### src/rtl/seg_pkg.sv
// seg_pkg: active-high glyph constants (bit0 = a .. bit6 = g), nibble decoder
// and scan-index width helper shared by seven_segment_scanner and its timer.
package seg_pkg;
    localparam logic [6:0] SEG_0 = 7'h3F;
    localparam logic [6:0] SEG_1 = 7'h06;
    localparam logic [6:0] SEG_2 = 7'h5B;
    localparam logic [6:0] SEG_3 = 7'h4F;
    localparam logic [6:0] SEG_4 = 7'h66;
    localparam logic [6:0] SEG_5 = 7'h6D;
    localparam logic [6:0] SEG_6 = 7'h7D;
    localparam logic [6:0] SEG_7 = 7'h07;
    localparam logic [6:0] SEG_8 = 7'h7F;
    localparam logic [6:0] SEG_9 = 7'h6F;
    localparam logic [6:0] SEG_A = 7'h77;
    localparam logic [6:0] SEG_B = 7'h7C;
    localparam logic [6:0] SEG_C = 7'h39;
    localparam logic [6:0] SEG_D = 7'h5E;
    localparam logic [6:0] SEG_E = 7'h79;
    localparam logic [6:0] SEG_F = 7'h71;
    localparam logic [6:0] SEG_BLANK = 7'h00;

    function automatic logic [6:0] hex_to_seg(input logic [3:0] nibble);
        case (nibble)
            4'h0: return SEG_0;
            4'h1: return SEG_1;
            4'h2: return SEG_2;
            4'h3: return SEG_3;
            4'h4: return SEG_4;
            4'h5: return SEG_5;
            4'h6: return SEG_6;
            4'h7: return SEG_7;
            4'h8: return SEG_8;
            4'h9: return SEG_9;
            4'hA: return SEG_A;
            4'hB: return SEG_B;
            4'hC: return SEG_C;
            4'hD: return SEG_D;
            4'hE: return SEG_E;
            default: return SEG_F;
        endcase
    endfunction

    function automatic int idx_width(input int n);
        return (n > 2) ? $clog2(n) : 1;
    endfunction
endpackage

### src/rtl/seg_scan_timer.sv
// seg_scan_timer: per-slot prescaler, scan index and frame-start strobe.
// idx_o/active_o/load_o are next-state values so the top can register pins with 1 clk latency.
module seg_scan_timer
    import seg_pkg::*;
#(
    parameter int NUM_DIGITS = 4,
    parameter int REFRESH_DIV = 100000,
    localparam int IW = idx_width(NUM_DIGITS)
) (
    input  logic          clk,
    input  logic          reset,
    output logic          load_o,
    output logic          active_o,
    output logic [IW-1:0] idx_o,
    output logic          frame_start_o
);
    localparam int PW = $clog2(REFRESH_DIV);

    logic [PW-1:0] presc_q, presc_d;
    logic [IW-1:0] idx_q;
    logic          active_q, tick;

    // Until the first tick the display is dark; that tick starts frame 0 at digit 0.
    always_comb begin
        tick = presc_q == PW'(REFRESH_DIV - 1);
        presc_d = tick ? '0 : presc_q + 1'b1;
        load_o = tick && (!active_q || idx_q == IW'(NUM_DIGITS - 1));
        idx_o = load_o ? '0 : tick ? idx_q + 1'b1 : idx_q;
        active_o = active_q || tick;
    end

    always_ff @(posedge clk) begin
        if (reset) begin
            presc_q <= '0;
            idx_q <= '0;
            active_q <= 1'b0;
            frame_start_o <= 1'b0;
        end else begin
            presc_q <= presc_d;
            idx_q <= idx_o;
            active_q <= active_o;
            frame_start_o <= load_o;
        end
    end
endmodule

### src/rtl/seven_segment_scanner.sv
// seven_segment_scanner: multiplexed 7-segment driver with per-frame capture, hex glyphs,
// leading-zero blanking and output polarity; define SEG_BRIGHTNESS_EN for PWM dimming via brillo.
module seven_segment_scanner
    import seg_pkg::*;
#(
    parameter int NUM_DIGITS = 4,
    parameter int REFRESH_DIV = 100000,
    parameter bit ANODE_ACTIVE_LOW = 1,
    parameter bit SEG_ACTIVE_LOW = 1,
    parameter int BRIGHT_W = 4
) (
    input  logic                    clk,
    input  logic                    reset,
    input  logic [4*NUM_DIGITS-1:0] codigo_BCD,
    input  logic [NUM_DIGITS-1:0]   dp,
    input  logic                    blank_lz,
`ifdef SEG_BRIGHTNESS_EN
    input  logic [BRIGHT_W-1:0]     brillo,
`endif
    output logic [NUM_DIGITS-1:0]   anodo,
    output logic [6:0]              catodo,
    output logic                    punto,
    output logic                    frame_start
);
    localparam int IW = idx_width(NUM_DIGITS);

    logic                    load, active, pwm_ok, allz, blank, blz_q, blz_d, pt;
    logic [IW-1:0]           idx;
    logic [4*NUM_DIGITS-1:0] code_q, code_d;
    logic [NUM_DIGITS-1:0]   dp_q, dp_d, lead_zero, an;
    logic [3:0]              nib;
    logic [6:0]              seg;

    seg_scan_timer #(
        .NUM_DIGITS(NUM_DIGITS),
        .REFRESH_DIV(REFRESH_DIV)
    ) u_timer (
        .clk(clk),
        .reset(reset),
        .load_o(load),
        .active_o(active),
        .idx_o(idx),
        .frame_start_o(frame_start)
    );

`ifdef SEG_BRIGHTNESS_EN
    logic [BRIGHT_W-1:0] pwm_q, pwm_d;
    assign pwm_d = pwm_q + 1'b1;
    assign pwm_ok = pwm_d < brillo;
    always_ff @(posedge clk) pwm_q <= reset ? '0 : pwm_d;
`else
    assign pwm_ok = BRIGHT_W > 0;
`endif

    // Decode from the shadow values being loaded this edge so frame 0 appears right after its tick.
    always_comb begin
        code_d = load ? codigo_BCD : code_q;
        dp_d = load ? dp : dp_q;
        blz_d = load ? blank_lz : blz_q;
        allz = 1'b1;
        for (int j = NUM_DIGITS - 1; j >= 0; j--) begin
            allz = allz && code_d[4*j +: 4] == 4'd0;
            lead_zero[j] = allz;
        end
        nib = code_d[4*idx +: 4];
        blank = blz_d && idx != '0 && lead_zero[idx];
        an = (active && pwm_ok) ? (NUM_DIGITS'(1) << idx) : '0;
        seg = (active && !blank) ? hex_to_seg(nib) : SEG_BLANK;
        pt = active && dp_d[idx];
    end

    always_ff @(posedge clk) begin
        if (reset) begin
            code_q <= '0;
            dp_q <= '0;
            blz_q <= 1'b0;
            anodo <= {NUM_DIGITS{ANODE_ACTIVE_LOW}};
            catodo <= {7{SEG_ACTIVE_LOW}};
            punto <= SEG_ACTIVE_LOW;
        end else begin
            code_q <= code_d;
            dp_q <= dp_d;
            blz_q <= blz_d;
            anodo <= an ^ {NUM_DIGITS{ANODE_ACTIVE_LOW}};
            catodo <= seg ^ {7{SEG_ACTIVE_LOW}};
            punto <= pt ^ SEG_ACTIVE_LOW;
        end
    end
endmodule

### config.mk
export PLATFORM = sky130hd
export DESIGN_NAME = seven_segment_scanner
export DESIGN_NICKNAME = d
export VERILOG_FILES = /design/src/rtl/seg_pkg.sv /design/src/rtl/seg_scan_timer.sv /design/src/rtl/seven_segment_scanner.sv
export SDC_FILE = /design/constraint.sdc
export NUM_CORES = 1
export LEC_CHECK = 0
export BUFFER_PORTS_ARGS = -buffer_cell sky130_fd_sc_hd__buf_2
export CORE_ASPECT_RATIO = 1.4
export CORE_MARGIN = 2
export CORE_UTILIZATION = 40
export CTS_CLUSTER_DIAMETER = 200
export DETAILED_ROUTE_END_ITERATION = 8
export SETUP_SLACK_MARGIN = 0.05
export SLEW_MARGIN = 20
export SYNTH_ARGS = -nofsm -noshare
export SYNTH_HDL_FRONTEND = slang
export SYNTH_SLANG_ARGS = --single-unit
export TNS_END_PERCENT = 10
### constraint.sdc
create_clock -name clk -period 4.6 [get_ports clk]
set_input_delay 0.69 -clock clk [delete_from_list [all_inputs] [get_ports clk]]
set_output_delay 0.69 -clock clk [all_outputs]
set_load 0.03 [all_outputs]
## Word level (Yosys, flattened, before mapping)

Memories as Yosys holds them, arrays and structs flattened.
Cells that the tools add are included.

| storage, ports and cells | value |
|---|---|
| flip-flop bits (word level) | 54 |
| memory bits (read-only) | 112 |
| bits of input ports | 23 |
| logic and storage cells | 50 |
| memories kept | 1 |

| cells by class | value |
|---|---|
| add/subtract/negate cells | 2 |
| magnitude comparators | 1 |
| equal/unequal tests | 2 |
| shift-type cells | 2 |
| multiplexer cells | 11 |
| bitwise logic cells | 3 |
| reduce and logical (&&, ||, !) cells | 18 |

Memories:

| name | depth | width | read ports | clocked after Yosys merged registers in | wr ports | RTL line | text |
|---|---|---|---|---|---|---|---|
| (name not given) | 16 | 7 | 1 | 0 | 0 | seg_pkg.sv:23 | `case (nibble)` |

Operators with widths:

| operator | count |
|---|---|
| 17-bit by 1-bit adder with 17-bit output (second input constant) | 1 |
| 17-bit equality test (second input constant) | 1 |
| 4-bit logical NOT | 4 |
| 16-bit two-way mux | 1 |
| 16-bit by 5-bit variable part select with 4-bit output | 1 |
| 1-bit logical AND | 8 |
| 4-bit two-way mux | 2 |
| 7-bit two-way mux | 1 |
| 7-bit inverter | 1 |
| 1-bit binary-select mux with 2-bit select | 2 |
| 2-bit two-way mux | 2 |
| 4-bit inverter | 1 |
| 1-bit by 2-bit left shift with 4-bit output (first input constant) | 1 |
| 2-bit by 3-bit < comparator with 1-bit output (second input constant) | 1 |
| 1-bit two-way mux | 3 |
| 2-bit by 1-bit adder with 2-bit output (second input constant) | 1 |
| 2-bit equality test (second input constant) | 1 |
| 1-bit logical NOT | 2 |
| 1-bit logical OR | 2 |
| 2-bit nonzero test | 1 |
| 2-bit OR reduction | 1 |
| 1-bit inverter | 1 |

## Depth between registers and ports, before layout

Gate-level depths: netlist of the first run.

| logic depth | value |
|---|---|
| depth in word-level cells | 15 |
| gate-level depth with buffers | 13 |

## Modules after synthesis

From an unflattened synthesis of the first run, not the netlist that was laid out.

| unflattened totals | value |
|---|---|
| cell total of the unflattened synthesis | 264 |
| area, all modules | 2802.7 sq um |

Modules (own cells, without submodules):

| module | times used | cells each | area an instance (sq um) | seq. area each (sq um) |
|---|---|---|---|---|
| seven_segment_scanner | 1 | 159 | 1711.6 | 660.6 |
| seg_scan_timer | 1 | 105 | 1091.0 | 420.4 |

## Least setup slack after synthesis of the first run

OpenSTA, ideal clock, no wires.

| timing | value |
|---|---|
| path type | register -> register |
| start point | register u_timer.presc_q[0] |
| end point | register catodo[3] |
| data arrival time | 3.061 ns |
| required time | 4.470 ns |
| path slack | 1.409 ns |
| cell stages (with the launch flop) | 14 |
| buffers on the path | 2 |
| period minus slack after synthesis | 3.191 ns |
| cells stage by stage | dfxtp_1 ha_1 and4_1 nand4_1 buf_2 buf_6 o21ai_0 a22oi_1 nor4_1 inv_1 ha_1 a21boi_0 a211oi_1 o21ai_0 |

| between the ends | value |
|---|---|
| cells in the longest elaborated chain, start to end | 14 |

RTL lines:

| what | RTL line | text |
|---|---|---|
| from (decl) | seg_scan_timer.sv:19 | `logic [PW-1:0] presc_q, presc_d;` |
| from (signal assigned) | seg_scan_timer.sv:39 | `presc_q <= presc_d;` |
| 17-bit equality test (*) | seg_scan_timer.sv:25 | `tick = presc_q == PW'(REFRESH_DIV - 1);` |
| branches (longest 11 deep; another with memory read 16 x 7 bit) | - |  |
| 7-bit two-way mux (*) | seven_segment_scanner.sv:68 | `seg = (active && !blank) ? hex_to_seg(nib) : SEG_BLANK;` |
| 7-bit inverter (no source line) (*) | - |  |
| to (signal assigned) | seven_segment_scanner.sv:78 | `catodo <= {7{SEG_ACTIVE_LOW}};` |
| to (signal assigned) | seven_segment_scanner.sv:85 | `catodo <= seg ^ {7{SEG_ACTIVE_LOW}};` |
| to (decl) | seven_segment_scanner.sv:21 | `output logic [6:0] catodo,` |

Mark *: on every way between the ends. The select of a mux whose other input is x is not followed.
A chain may end at the register's enable or synchronous reset.

## Final worst setup path of the first run

Same ends and word-level chain as after synthesis.

==> results of run 1 <==
## final cells by class
type                       instances  area, um2  area share (%)
sequential                        54       1080            36.1
inverter                           6       22.5           0.752
multi-input combinational        242       1480            49.5
clock inverter                     1       30.0            1.00
tap                               74       92.6            3.09
clock buffer                       6       82.6            2.76
timing repair buffer              39        205            6.85
## state kept, by name, indices dropped and copies added, names as in the netlist
register,count
punto,1
u_timer.presc_q,17
u_timer.active_q,1
dp_q,4
anodo,4
catodo,7
blz_q,1
code_q,16
u_timer.idx_q,2
u_timer.frame_start_o,1
## stage by stage
step | util [%] | area (um2) | setup WS (ns) | hold slack, ns
floorplan | - | 2670 | 1.41 | 0.426
global placement | 44.2 | 2880 | 0.914 | 0.440
detailed placement | 44.2 | 2880 | 0.912 | 0.448
CTS | 45.9 | 3000 | 0.879 | 0.460
global route | 45.9 | 3000 | 0.470 | 0.495
finish | 45.9 | 3000 | 0.822 | 0.459
## cells by family after synthesis
group,share of synthesized area (%)
AND/OR/NAND/NOR,27.3
AO/OA/AOI/OAI,15.6
flip-flops,40.5
buffers and inverters,3.94
XOR/XNOR,4.60
multiplexers,4.27
adder cells (fa/ha/maj),3.75
## cells in the mapped netlist, types with 2 or more instances
master	number	area share, %
sky130_fd_sc_hd__xnor2_1	3	0.99
sky130_fd_sc_hd__nand2b_1	5	1.2
sky130_fd_sc_hd__xor2_1	11	3.6
sky130_fd_sc_hd__mux2_2	3	1.3
sky130_fd_sc_hd__nand3_1	24	4.5
sky130_fd_sc_hd__a211oi_1	2	0.56
sky130_fd_sc_hd__buf_2	3	0.56
sky130_fd_sc_hd__and2_1	2	0.47
sky130_fd_sc_hd__ha_1	8	3.8
sky130_fd_sc_hd__nand2_1	36	5.1
sky130_fd_sc_hd__clkbuf_1	11	1.5
sky130_fd_sc_hd__nor3_1	6	1.1
sky130_fd_sc_hd__a21boi_0	4	1.1
sky130_fd_sc_hd__inv_1	6	0.84
sky130_fd_sc_hd__a21oi_1	24	4.5
sky130_fd_sc_hd__nand4_1	8	1.9
sky130_fd_sc_hd__o211ai_1	2	0.56
sky130_fd_sc_hd__and3_1	6	1.4
sky130_fd_sc_hd__buf_6	2	0.84
sky130_fd_sc_hd__nor2_1	36	5.1
sky130_fd_sc_hd__nor4_1	6	1.4
sky130_fd_sc_hd__or4_1	3	0.84
sky130_fd_sc_hd__mux2i_1	8	3.0
sky130_fd_sc_hd__a221o_1	2	0.75
sky130_fd_sc_hd__dfxtp_1	54	41
sky130_fd_sc_hd__o21ai_0	15	2.8
sky130_fd_sc_hd__a22oi_1	2	0.56
sky130_fd_sc_hd__o221ai_1	3	0.99
sky130_fd_sc_hd__o41a_1	3	1.3
sky130_fd_sc_hd__and4_1	2	0.66
## final timing paths
kind                                       from              endpoint  slack (ns)  depth (start not counted)
setup / recovery  u_timer.presc_q[0]$_SDFF_PP0_  catodo[3]$_SDFF_PP1_        0.82                         12
setup reg to reg  u_timer.presc_q[0]$_SDFF_PP0_  catodo[3]$_SDFF_PP1_        0.82                         12
hold reg to reg                blz_q$_SDFF_PP0_      blz_q$_SDFF_PP0_        0.46                          2
hold / removal                 blz_q$_SDFF_PP0_      blz_q$_SDFF_PP0_        0.46                          2
## power breakdown
group | leakage, nW | internal (mW) | total [mW] | switching (mW)
combinational | 0.615 | 0.00967 | 0.0218 | 0.0121
clock | 0.0573 | 0.174 | 0.325 | 0.151
sequential | 0.436 | 0.469 | 0.471 | 0.00220
total | 1.11 | 0.653 | 0.819 | 0.165
## worst max-delay path, cell delays in order, from the launching register on
cell and delay [ns]:
sky130_fd_sc_hd__dfxtp_1 0.38, sky130_fd_sc_hd__ha_1 0.23, sky130_fd_sc_hd__and4_1 0.31, sky130_fd_sc_hd__nand4_1 0.67, sky130_fd_sc_hd__or4_1 0.78, sky130_fd_sc_hd__a22oi_1 0.27
sky130_fd_sc_hd__nor4_1 0.09, sky130_fd_sc_hd__buf_4 0.17, sky130_fd_sc_hd__inv_1 0.10, sky130_fd_sc_hd__ha_1 0.19, sky130_fd_sc_hd__a21boi_0 0.25, sky130_fd_sc_hd__a211oi_1 0.09
sky130_fd_sc_hd__o21ai_0 0.16
## routing by layer
layer / track usage, % / routed length [um]
met1: 22.9 / 2750
met2: 30.5 / 3200
met3: 3.00 / 203
met4: 11.1 / 256
met5: 0 / 0
==> results list, run 1 <==
- The first routing iteration left between 150 and 200 violations.
* Element type at the critical path start: flip-flop
* Largest driver fanout on the critical path: 20
- Most frequent cells in the layout: sky130_fd_sc_hd__dfxtp_1 (54), sky130_fd_sc_hd__nand2_1 (36), sky130_fd_sc_hd__nor2_1 (36), sky130_fd_sc_hd__buf_2 (35)
* Hold Violations, Final: 0
- STA puts the critical path data arrival time at approximately 4 ns.
- From synthesis to final layout, the design area changed by 12.3%.
* First-pass detailed-route iteration total: 4
* Number of nets still failing antenna checks after routing: 0
- The floorplan step set the die width to 73.0 um.
- Of all flip-flops after synthesis, the portion carrying an async set or reset was 0%.
- Clk pin slew, worst setup/hold paths: 0.10 ns
- In the global route stage, overall resource usage came out at between 10% and 20%.
- Sequential cell area fraction in the yosys report: about 40%
* Synth Instances: around 320
* Number of pins with negative max-slew slack in the final report: 0
* Worst clock skew on the final layout: around 0.015 ns
* Fill cell instance count of the final layout: around 650
- For the pin with the worst max-slew slack, the measured transition is between 0.9 and 1 ns.
- The final route contains 2399 vias.
- Power spread over the standard cell area amounts to around 270 mW/mm2.
- The number of clock buffers added by TritonCTS is 5.
* Worst vdd rail ir drop: around 0.18 mV
* Worst-skew pair later-pin latency: between 0.3 and 0.4 ns
* Detailed-placement wirelength estimate: roughly 4800 um
- Count of yosys warnings during synthesis: 0
- Placer congestion estimate: between 0.8 and 0.9
- The library cell used most frequently in the layout, excluding fill and tap cells, is sky130_fd_sc_hd__dfxtp_1.
- Clock tree synthesis found a total of between 50 and 60 sinks.
- Once the clock tree was built, the resizer swapped 0 gates to a different size.
- Buffers added to address setup during post-CTS repair amount to 0.
* Clock period minus final worst setup slack: about 3.8 ns
- Setup violators final: 0
- Antenna diode count: 0
* Cell total after placement: a little over 400
* Initial core utilization: between 40% and 50%
* Period utilization: between 80% and 90%
- Classification of the worst setup path: reg2reg
* Buffers on Ports: 35
- Antenna violations before repair: 0
- Measured against its own limit, the worst slew margin works out to approximately two fifths.
- Floorplan die area: about 0.0073 mm2
* Aggregate global routing overflow: 0
- After the flow finishes, the layout carries non-filler instances totaling roughly 420.
- Status: finished, final reports clean
- Synth Register Bits: 54
- The first global-routing pass estimated between 10000 and 15000 um of wire.
* Hold Path Class: reg2reg
* Max Cap Viol: 0
* Achievable clock frequency: 0.265 GHz
- Wire length per cell: 15.2 um
* Buffer depth of the longest clock path: 2
- RSZ-0062 raised after global routing: no
- TritonCTS built the clock tree.
* Dominant synthesized flop cell: sky130_fd_sc_hd__dfxtp_1
- The floorplan has 35 rows.
* Number of synthesized flops with an enable pin: 0
- Post-detailed-route via-to-cell ratio: 5.68
- Of the cells placed in the final design, the portion with a size suffix greater than 1 is roughly 16%.
- Summed negative setup slack over all endpoints: 0 ns
- Vias in the first global route: between 2000 and 2500
* Post-layout power: roughly 0.82 mW
- Top-level port count: 36
- The routed design has 6410 um of wire.
- The core region is roughly 0.0065 mm2.
- Static leakage: around 1.1 nW
* Synthesized Nets: 350
* Count of different cell masters after synthesis: 49
* Residual DRC: 0
- Net count, final: 379
- Entering global routing, the biggest net connects 28 pins.
- CTS built an H-tree with a depth of 2.
* Element type at the critical path end: flip-flop
* Critical path required time: about 4.8 ns
* Hold-fix buffers, CTS: 0
- The root buffer cell chosen for the clock tree is sky130_fd_sc_hd__clkbuf_8.
* Synthesized area per cell: ~8.4 um2
* Combined area of all synthesized cells: about 0.0027 mm2
- The floorplan step set the die height to just over 100 um.
Power figures use the tool's default switching activity.
==> inputs of run 2 (changes only) <==
==> constraint.sdc (replaced) <==
create_clock -name clk -period 3.6 [get_ports clk]
set_input_delay 0.54 -clock clk [delete_from_list [all_inputs] [get_ports clk]]
set_output_delay 0.54 -clock clk [all_outputs]
set_load 0.03 [all_outputs]
==> run 2 against run 1 <==
Compared with the run above: combinational power grew 42%; largest power group unchanged; hold slack gained 0.0030 ns; die area is the same; final area grew 7.6%; highest routed layer unchanged; register-to-register slack lost 0.53 ns; cell count grew 7.8%; flip-flop and latch count is the same; clock skew shrank 0.0091 ns; critical endpoint unchanged; setup slack lost 0.53 ns; total power grew 16%; first-iteration DRC count grew 23%.
==> results list, run 2 (same netlist as run 1, synthesis figures left out) <==
- The worst path buffer plus inverter count came to 3 (was 2).
- The TritonCTS clock tree is yes (unchanged).
- Library cell used as clock root buffer: sky130_fd_sc_hd__clkbuf_8 (unchanged)
- Status: finished, final reports clean (unchanged)
* Post-layout power: 0.953 mW (was 0.819 mW)
- Number of nets still failing antenna checks after routing: 0 (unchanged)
* Number of vias after detailed routing: 2439 (was 2399)
- Largest net degree at the start of global routing: 28 (unchanged)
- The register with the most flip-flops is u_timer.presc_q (unchanged).
- The most prevalent standard cell on the critical path is sky130_fd_sc_hd__buf_4 (was sky130_fd_sc_hd__ha_1).
* Floorplan die area: 0.00735 mm2 (unchanged)
- Antenna diode count: 0 (unchanged)
* Buffers on Ports: 35 (unchanged)
- The worst relative slew slack is 60.2% (was 39.6%).
* Layout-stage area growth over the synthesis result: 20.8% (was 12.3%)
* Post-detailed-route via-to-cell ratio: 5.36 (was 5.68)
- Clock period minus final worst setup slack: 3.31 ns (was 3.78 ns)
- The chip width was 73.0 um (unchanged).
- The core area is 0.00653 mm2 (unchanged).
- Share of cells above drive strength 1: 22.6% (was 15.5%)
* Vias in the first global route: 2380 (was 2287)
- The clock latency reported for the late side of the worst-skew pair is 0.30 ns (was 0.31 ns).
- The number of hold buffers added after cts was 0 (unchanged).
- The clock buffer count from CTS was 5 (unchanged).
- The final-report hold violation count is 0 (unchanged).
- The largest fanout on the critical path was 12 (was 20).
* Library cell contributing the largest single delay on the critical path: sky130_fd_sc_hd__or4_1 (unchanged)
- The largest stage delay on the critical path came to 0.53 ns (was 0.78 ns).
- The number of setup violations in the final report came to 0 (unchanged).
- Measured slew at the worst slew-check pin: 0.597 ns (was 0.904 ns)
- The total routing resource utilization after global routing came to 18.7% (about the same).
- The endpoint arrival time on the critical path is 3.53 ns (was 4.02 ns).
- The peak clock frequency supported by timing was 0.303 GHz (was 0.265 GHz).
- Max reg flops: 17 (unchanged)
* Post-route insts no fill: 455 (was 422)
* Period utilization: 91.8% (was 82.1%)
- The clock net sink count is 54 (unchanged).
* Pwr per Cell Area: 296 mW/mm2 (was 273 mW/mm2)
- Detailed-placement wirelength estimate: 4890 um (was 4770 um)
- Wire length per cell: 14.0 um (was 15.2 um)
* First-pass GRT wire length: 11000 um (was 10700 um)
- The routability congestion estimate from global placement is 0.871 (was 0.864).
- Cell type group with the largest total delay on the critical path: simple AND/OR/NAND/NOR gates (unchanged)
- The final max-slew violation count came to 0 (unchanged).
* Classification of the worst setup path: reg2reg (unchanged)
* Worst vdd rail ir drop: 0.203 mV (was 0.178 mV)
- The class of the most critical hold timing path is reg2reg (unchanged).
- The fill cell instance count of the final layout is 649 (unchanged).
- The static leakage power was 1.26 nW (was 1.11 nW).
- The number of detailed-routing iterations run before antenna repair is 4 (unchanged).
* Net count, final: 412 (was 379)
- Most frequent standard cell in the layout excluding fill and tap cells: sky130_fd_sc_hd__dfxtp_1 (unchanged)
* Critical path required time: 3.83 ns (was 4.84 ns)
- The overall die height was 101 um (unchanged).
* Cell total after placement: 446 (was 415)
- The deepest level of the CTS H-tree came to 2 (unchanged).
- The I/O pin count came to 36 (unchanged).
- Final design utilization: 49.4% (was 45.9%)
- Residual DRC: 0 (unchanged)
- The worst setup skew after layout is 0.00539 ns (was 0.0145 ns).
* RSZ-0062 raised after global routing: no (unchanged)
* DRC marker count from the first detailed-route iteration: 199 (was 162)
- The critical path startpoint category was a flip-flop (unchanged).
- Buffer depth of the longest clock path: 2 (unchanged)
- Aggregate global routing overflow: 0 (unchanged)
- The clock-pin slew on the worst setup and hold paths is 0.09 ns (was 0.10 ns).
- Most frequent cells in the layout: sky130_fd_sc_hd__dfxtp_1 (54), sky130_fd_sc_hd__buf_4 (37), sky130_fd_sc_hd__nand2_1 (36), sky130_fd_sc_hd__nor2_1 (36), sky130_fd_sc_hd__buf_2 (35) (was sky130_fd_sc_hd__dfxtp_1 (54), sky130_fd_sc_hd__nand2_1 (36), sky130_fd_sc_hd__nor2_1 (36), sky130_fd_sc_hd__buf_2 (35))
- The nature of the critical path endpoint was a flip-flop (unchanged).
- Largest registers: u_timer.presc_q x17, code_q x16, catodo x7 (unchanged)
- The number of max-cap violations is 0 (unchanged).
- The number of antenna violations at the first check in global routing was 0 (unchanged).
* Placement row count: 35 (unchanged)
- Initial core utilization: 40.9% (unchanged)
- Summed negative setup slack over all endpoints: 0 ns (unchanged)
- Total Wirelength: 6370 um (was 6410 um)
- Sequence of cells on the critical path: nor4bb_1 -> nand4_1 -> buf_4 -> buf_4 -> or4_1 -> a22oi_1 -> nor4_4 -> inv_1 -> ha_1 -> a21boi_0 -> a211oi_1 -> o21ai_0 (was ha_1 -> and4_1 -> nand4_1 -> or4_1 -> a22oi_1 -> nor4_1 -> buf_4 -> inv_1 -> ha_1 -> a21boi_0 -> a211oi_1 -> o21ai_0).
## run 2: cell count changes in the layout (fill, tap and decap cells not counted), sizes merged
cell,before,now
clkbuf,6,7
bufinv,1,0
buf,39,72
## run 2: what timing repair did
item                       in CTS  in global routing
setup endpoints to repair       1                  3
setup buffers                   0                  2
resized for setup               1                  1
pin swaps                       0                  1
## run 2: layer usage
layer / vias up / track usage [%] / share of wire [%]
li1: 1264 / - / -
met3: 10 / 3.10 / 3.3
met1: 1112 / 22.7 / 43
met4: 0 / 6.41 / 2.2
met2: 53 / 32.7 / 51
met5: - / 0 / 0
## run 2: area by class of cell
class	count	area, um2	area share (%)
Clock buffer	7	76.3	2.37
Inverter	6	22.5	0.699
Multi-Input combinational cell	242	1500	46.4
Sequential cell	54	1080	33.6
Tap cell	74	92.6	2.87
Timing Repair Buffer	72	453	14.1
## run 2: through the flow
stage	worst slack, ns	hold WS [ns]	instance area, um2
final	0.295	0.462	3220
after global routing	0.0897	0.469	3220
after floorplan	0.409	0.426	2670
after global placement	0.185	0.444	3120
after detailed placement	0.0319	0.454	3120
after CTS	0.156	0.458	3200
## run 2: final timing paths
kind                                        from                   end  slack (ns)  depth (start not counted)
hold reg to reg               dp_q[1]$_SDFF_PP0_    dp_q[1]$_SDFF_PP0_        0.46                          2
hold / removal                dp_q[1]$_SDFF_PP0_    dp_q[1]$_SDFF_PP0_        0.46                          2
setup / recovery  u_timer.presc_q[16]$_SDFF_PP0_  catodo[3]$_SDFF_PP1_        0.29                         12
setup reg to reg  u_timer.presc_q[16]$_SDFF_PP0_  catodo[3]$_SDFF_PP1_        0.29                         12
## run 2: power breakdown
group	internal, mW	switching (mW)	total (mW)
logic	0.0142	0.0167	0.0309
registers	0.600	0.00162	0.601
clock network	0.135	0.186	0.321
## run 2: worst min-delay path, stage by stage, from the launching register on
cell                      delay [ns]
sky130_fd_sc_hd__dfxtp_1        0.32
sky130_fd_sc_hd__nand2_1        0.05
sky130_fd_sc_hd__a21oi_1        0.05
==> inputs of run 3 (changes only) <==
--- a/config.mk
+++ b/config.mk
@@ -8,10 +8,11 @@
 export BUFFER_PORTS_ARGS = -buffer_cell sky130_fd_sc_hd__buf_2
 export CORE_ASPECT_RATIO = 1.4
 export CORE_MARGIN = 2
-export CORE_UTILIZATION = 40
+export CORE_UTILIZATION = 57
 export CTS_CLUSTER_DIAMETER = 200
 export DETAILED_ROUTE_END_ITERATION = 8
-export SETUP_SLACK_MARGIN = 0.05
+export PLACE_DENSITY = 0.79
+export SETUP_SLACK_MARGIN = 0.4
 export SLEW_MARGIN = 20
 export SYNTH_ARGS = -nofsm -noshare
 export SYNTH_HDL_FRONTEND = slang
==> run 3 against run 2 <==
Compared with the run above: setup slack better by 0.18 ns; via count grew 0.74%; clock power grew 10%; fmax increased by 5.9%; sequential share of layout area up 2.1 points; cell count decreased by 8.4%; total power increased by 3.3%; non-clock buffer count decreased by 27; critical path type unchanged; highest routed layer unchanged.
==> results list, run 3 (same netlist as run 1, synthesis figures left out) <==
* Status: finished, final reports clean (unchanged)
- The initial DRC count is 173 (was 199).
- First-pass GRT wire length: 10100 um (was 11000 um)
- Final-layout worst hold slack: 0.441 ns (was 0.462 ns)
* Static leakage: 1.13 nW (was 1.26 nW)
- Htree depth: 2 (unchanged)
- Final design utilization: 66.8% (was 49.4%)
- Detailed-placement wirelength estimate: 4460 um (was 4890 um)
- Worst clock skew on the final layout: 0.0149 ns (was 0.00539 ns)
- The number of detailed-routing iterations run before antenna repair is 4 (unchanged).
- Placement row count: 29 (was 35)
- The worst path buffer plus inverter count is 1 (was 3).
* Initial core utilization: 58.8% (was 40.9%)
* Library cell contributing the largest single delay on the critical path: sky130_fd_sc_hd__or4_4 (was sky130_fd_sc_hd__or4_1)
* RSZ-0062 raised after global routing: yes (was no)
- The buffer cell driving the clock tree root is sky130_fd_sc_hd__clkbuf_8 (unchanged).
- The kind of cell adding the most delay to the critical path is simple AND/OR/NAND/NOR gates (unchanged).
* Worst Hold Path Cells: 3 (was 2)
- Cell depth of the worst flop-to-flop path: 10 (was 12)
- The peak clock frequency supported by timing is 0.320 GHz (was 0.303 GHz).
* Largest registers: u_timer.presc_q x17, code_q x16, catodo x7 (unchanged)
- The ratio of cells with drive above 1 in the final layout was 18.3% (was 22.6%).
- The quantity of I/O buffers inserted on ports was 35 (unchanged).
* Total global-route track usage: 24.9% (was 18.7%)
- Clock period minus final worst setup slack: 3.12 ns (was 3.31 ns)
- The number of max-cap violations came to 0 (unchanged).
- Number of stages on the worst setup path: 10 (was 12)
- The buffer levels on the longest clock path is 2 (unchanged).
* Measured slew at the worst slew-check pin: 0.575 ns (was 0.597 ns)
* Critical path data arrival time: 3.30 ns (was 3.53 ns)
- Slack of the worst reg-to-reg path: 0.48 ns (was 0.29 ns)
- Sequence of cells on the critical path: or4_4 -> nor4_4 -> mux2_2 -> mux2i_1 -> o221ai_1 -> buf_4 -> ha_1 -> a21boi_0 -> a211oi_1 -> o21ai_0 (was nor4bb_1 -> nand4_1 -> buf_4 -> buf_4 -> or4_1 -> a22oi_1 -> nor4_4 -> inv_1 -> ha_1 -> a21boi_0 -> a211oi_1 -> o21ai_0).
- The post-placement setup slack came to 0.505 ns (was 0.0319 ns).
- The ratio of routed vias to standard cells was 5.89 (was 5.36).
* Placer congestion estimate: 1.10 (was 0.871)
- The core area came to 0.00454 mm2 (was 0.00653 mm2).
- The critical path class is reg2reg (unchanged).
- Top-level port count: 36 (unchanged)
- The area added between synthesis and finish was 13.5% (was 20.8%).
- The nature of the critical path endpoint was a flip-flop (unchanged).
* Residual DRC: 0 (unchanged)
- The worst relative slew slack is 61.7% (was 60.2%).
- The overall die height is 84.9 um (was 101 um).
- Antenna diode count: 0 (unchanged)
* CP peak stage delay: 0.57 ns (was 0.53 ns)
* Most frequent cells in the layout: sky130_fd_sc_hd__dfxtp_1 (54), sky130_fd_sc_hd__nand2_1 (36), sky130_fd_sc_hd__nor2_1 (36), sky130_fd_sc_hd__buf_2 (35) (was sky130_fd_sc_hd__dfxtp_1 (54), sky130_fd_sc_hd__buf_4 (37), sky130_fd_sc_hd__nand2_1 (36), sky130_fd_sc_hd__nor2_1 (36), sky130_fd_sc_hd__buf_2 (35))
- Clock tree from TritonCTS: yes (unchanged)
- Clk pin slew, worst setup/hold paths: 0.11 ns (was 0.09 ns)
- Min setup slack post-route: 0.480 ns (was 0.295 ns)
- Element type at the critical path start: flip-flop (unchanged)
- The placed instance area came to 0.00288 mm2 (was 0.00312 mm2).
- The share of the clock period used by the worst path is 86.7% (was 91.8%).
* Worst-skew pair later-pin latency: 0.32 ns (was 0.30 ns)
* Final standard cell area without fillers: 0.00303 mm2 (was 0.00322 mm2)
- The die area was 0.00525 mm2 (was 0.00735 mm2).
- The routed via count is 2457 (was 2439).
* Cts bufs inserted: 5 (unchanged)
- Antenna violations before repair: 0 (unchanged)
* Worst vdd rail ir drop: 0.249 mV (was 0.203 mV)
- The wire length per cell came to 14.8 um (was 14.0 um).
* Largest register by flop count: u_timer.presc_q (unchanged)
* Pwr per Cell Area: 325 mW/mm2 (was 296 mW/mm2)
* Setup violators final: 0 (unchanged)
* Largest net degree at the start of global routing: 28 (unchanged)
* Aggregate global routing overflow: 0 (unchanged)
- Hold Path Class: in2reg (was reg2reg)
* Most frequent standard cell in the layout excluding fill and tap cells: sky130_fd_sc_hd__dfxtp_1 (unchanged)
- The critical path required time is 3.78 ns (was 3.83 ns).
- The final-stage net count is 385 (was 412).
* Vias in the first global route: 2342 (was 2380)
- The final max-slew violation count is 0 (unchanged).
* Max reg flops: 17 (unchanged)
* Die outline width: 61.8 um (was 73.0 um)
- The number of hold buffers added after cts is 0 (unchanged).
* Number of nets still failing antenna checks after routing: 0 (unchanged)
- The clock net sink count is 54 (unchanged).
- Summed negative setup slack over all endpoints: 0 ns (unchanged)
* Hold Violations, Final: 0 (unchanged)
- Largest driver fanout on the critical path: 5 (was 12)
* Total Wirelength: 6170 um (was 6370 um)
==> run 3: final timing paths <==
check | start | to
worst max-delay path | u_timer.presc_q[8]$_SDFF_PP0_ | catodo[3]$_SDFF_PP1_
worst min-delay path | dp[3] | dp_q[3]$_SDFF_PP0_
worst max register to register | u_timer.presc_q[8]$_SDFF_PP0_ | catodo[3]$_SDFF_PP1_
worst min register to register | dp_q[3]$_SDFF_PP0_ | dp_q[3]$_SDFF_PP0_
==> run 3: routing by layer <==
layer | wire length [um] | up-vias | share of wire [%] | global-route usage, %
li1 | - | 1221 | - | -
met1 | 2380 | 1114 | 39 | 29.8
met2 | 3150 | 97 | 51 | 41.0
met3 | 328 | 25 | 5.3 | 4.42
met4 | 303 | 0 | 4.9 | 13.2
met5 | 0 | - | 0 | 0
==> run 3: stage by stage <==
| step | power [mW] | instances |
|---|---|---|
| final | 0.984 | 417 |
| after global routing | 1.02 | 417 |
| after CTS | 0.996 | 413 |
| after detailed placement | 0.644 | 405 |
| after global placement | 0.643 | 405 |
| after floorplan | 0.628 | 319 |
==> run 3: where the power goes <==
group | total [mW] | internal (mW) | switching [mW]
Sequential | 0.603 | 0.600 | 0.00280
Combinational | 0.0275 | 0.0124 | 0.0151
Clock | 0.354 | 0.143 | 0.210
==> run 3: cell type report <==
| class | count | area [um2] |
|---|---|---|
| Clock buffer | 5 | 68.8 |
| Clock inverter | 3 | 26.3 |
| Fill cell | 408 | 1510 |
| Inverter | 6 | 22.5 |
| Multi-Input combinational cell | 242 | 1500 |
| Sequential cell | 54 | 1080 |
| Tap cell | 62 | 77.6 |
| Timing Repair Buffer | 45 | 254 |
==> run 3: what timing repair did <==
action / in CTS / in global routing
setup endpoints to repair: 0 / 6
gates resized for setup: 0 / 6
buffers inserted: 0 / 4
==> run 3: worst reg2reg max path: stages, from the launching register on <==
cell                       delay, ns
sky130_fd_sc_hd__dfxtp_1        0.36
sky130_fd_sc_hd__or4_4          0.57
sky130_fd_sc_hd__nor4_4         0.34
sky130_fd_sc_hd__mux2_2         0.43
sky130_fd_sc_hd__mux2i_1        0.19
sky130_fd_sc_hd__o221ai_1       0.19
sky130_fd_sc_hd__buf_4          0.20
sky130_fd_sc_hd__ha_1           0.21
sky130_fd_sc_hd__a21boi_0       0.16
sky130_fd_sc_hd__a211oi_1       0.23
sky130_fd_sc_hd__o21ai_0        0.11
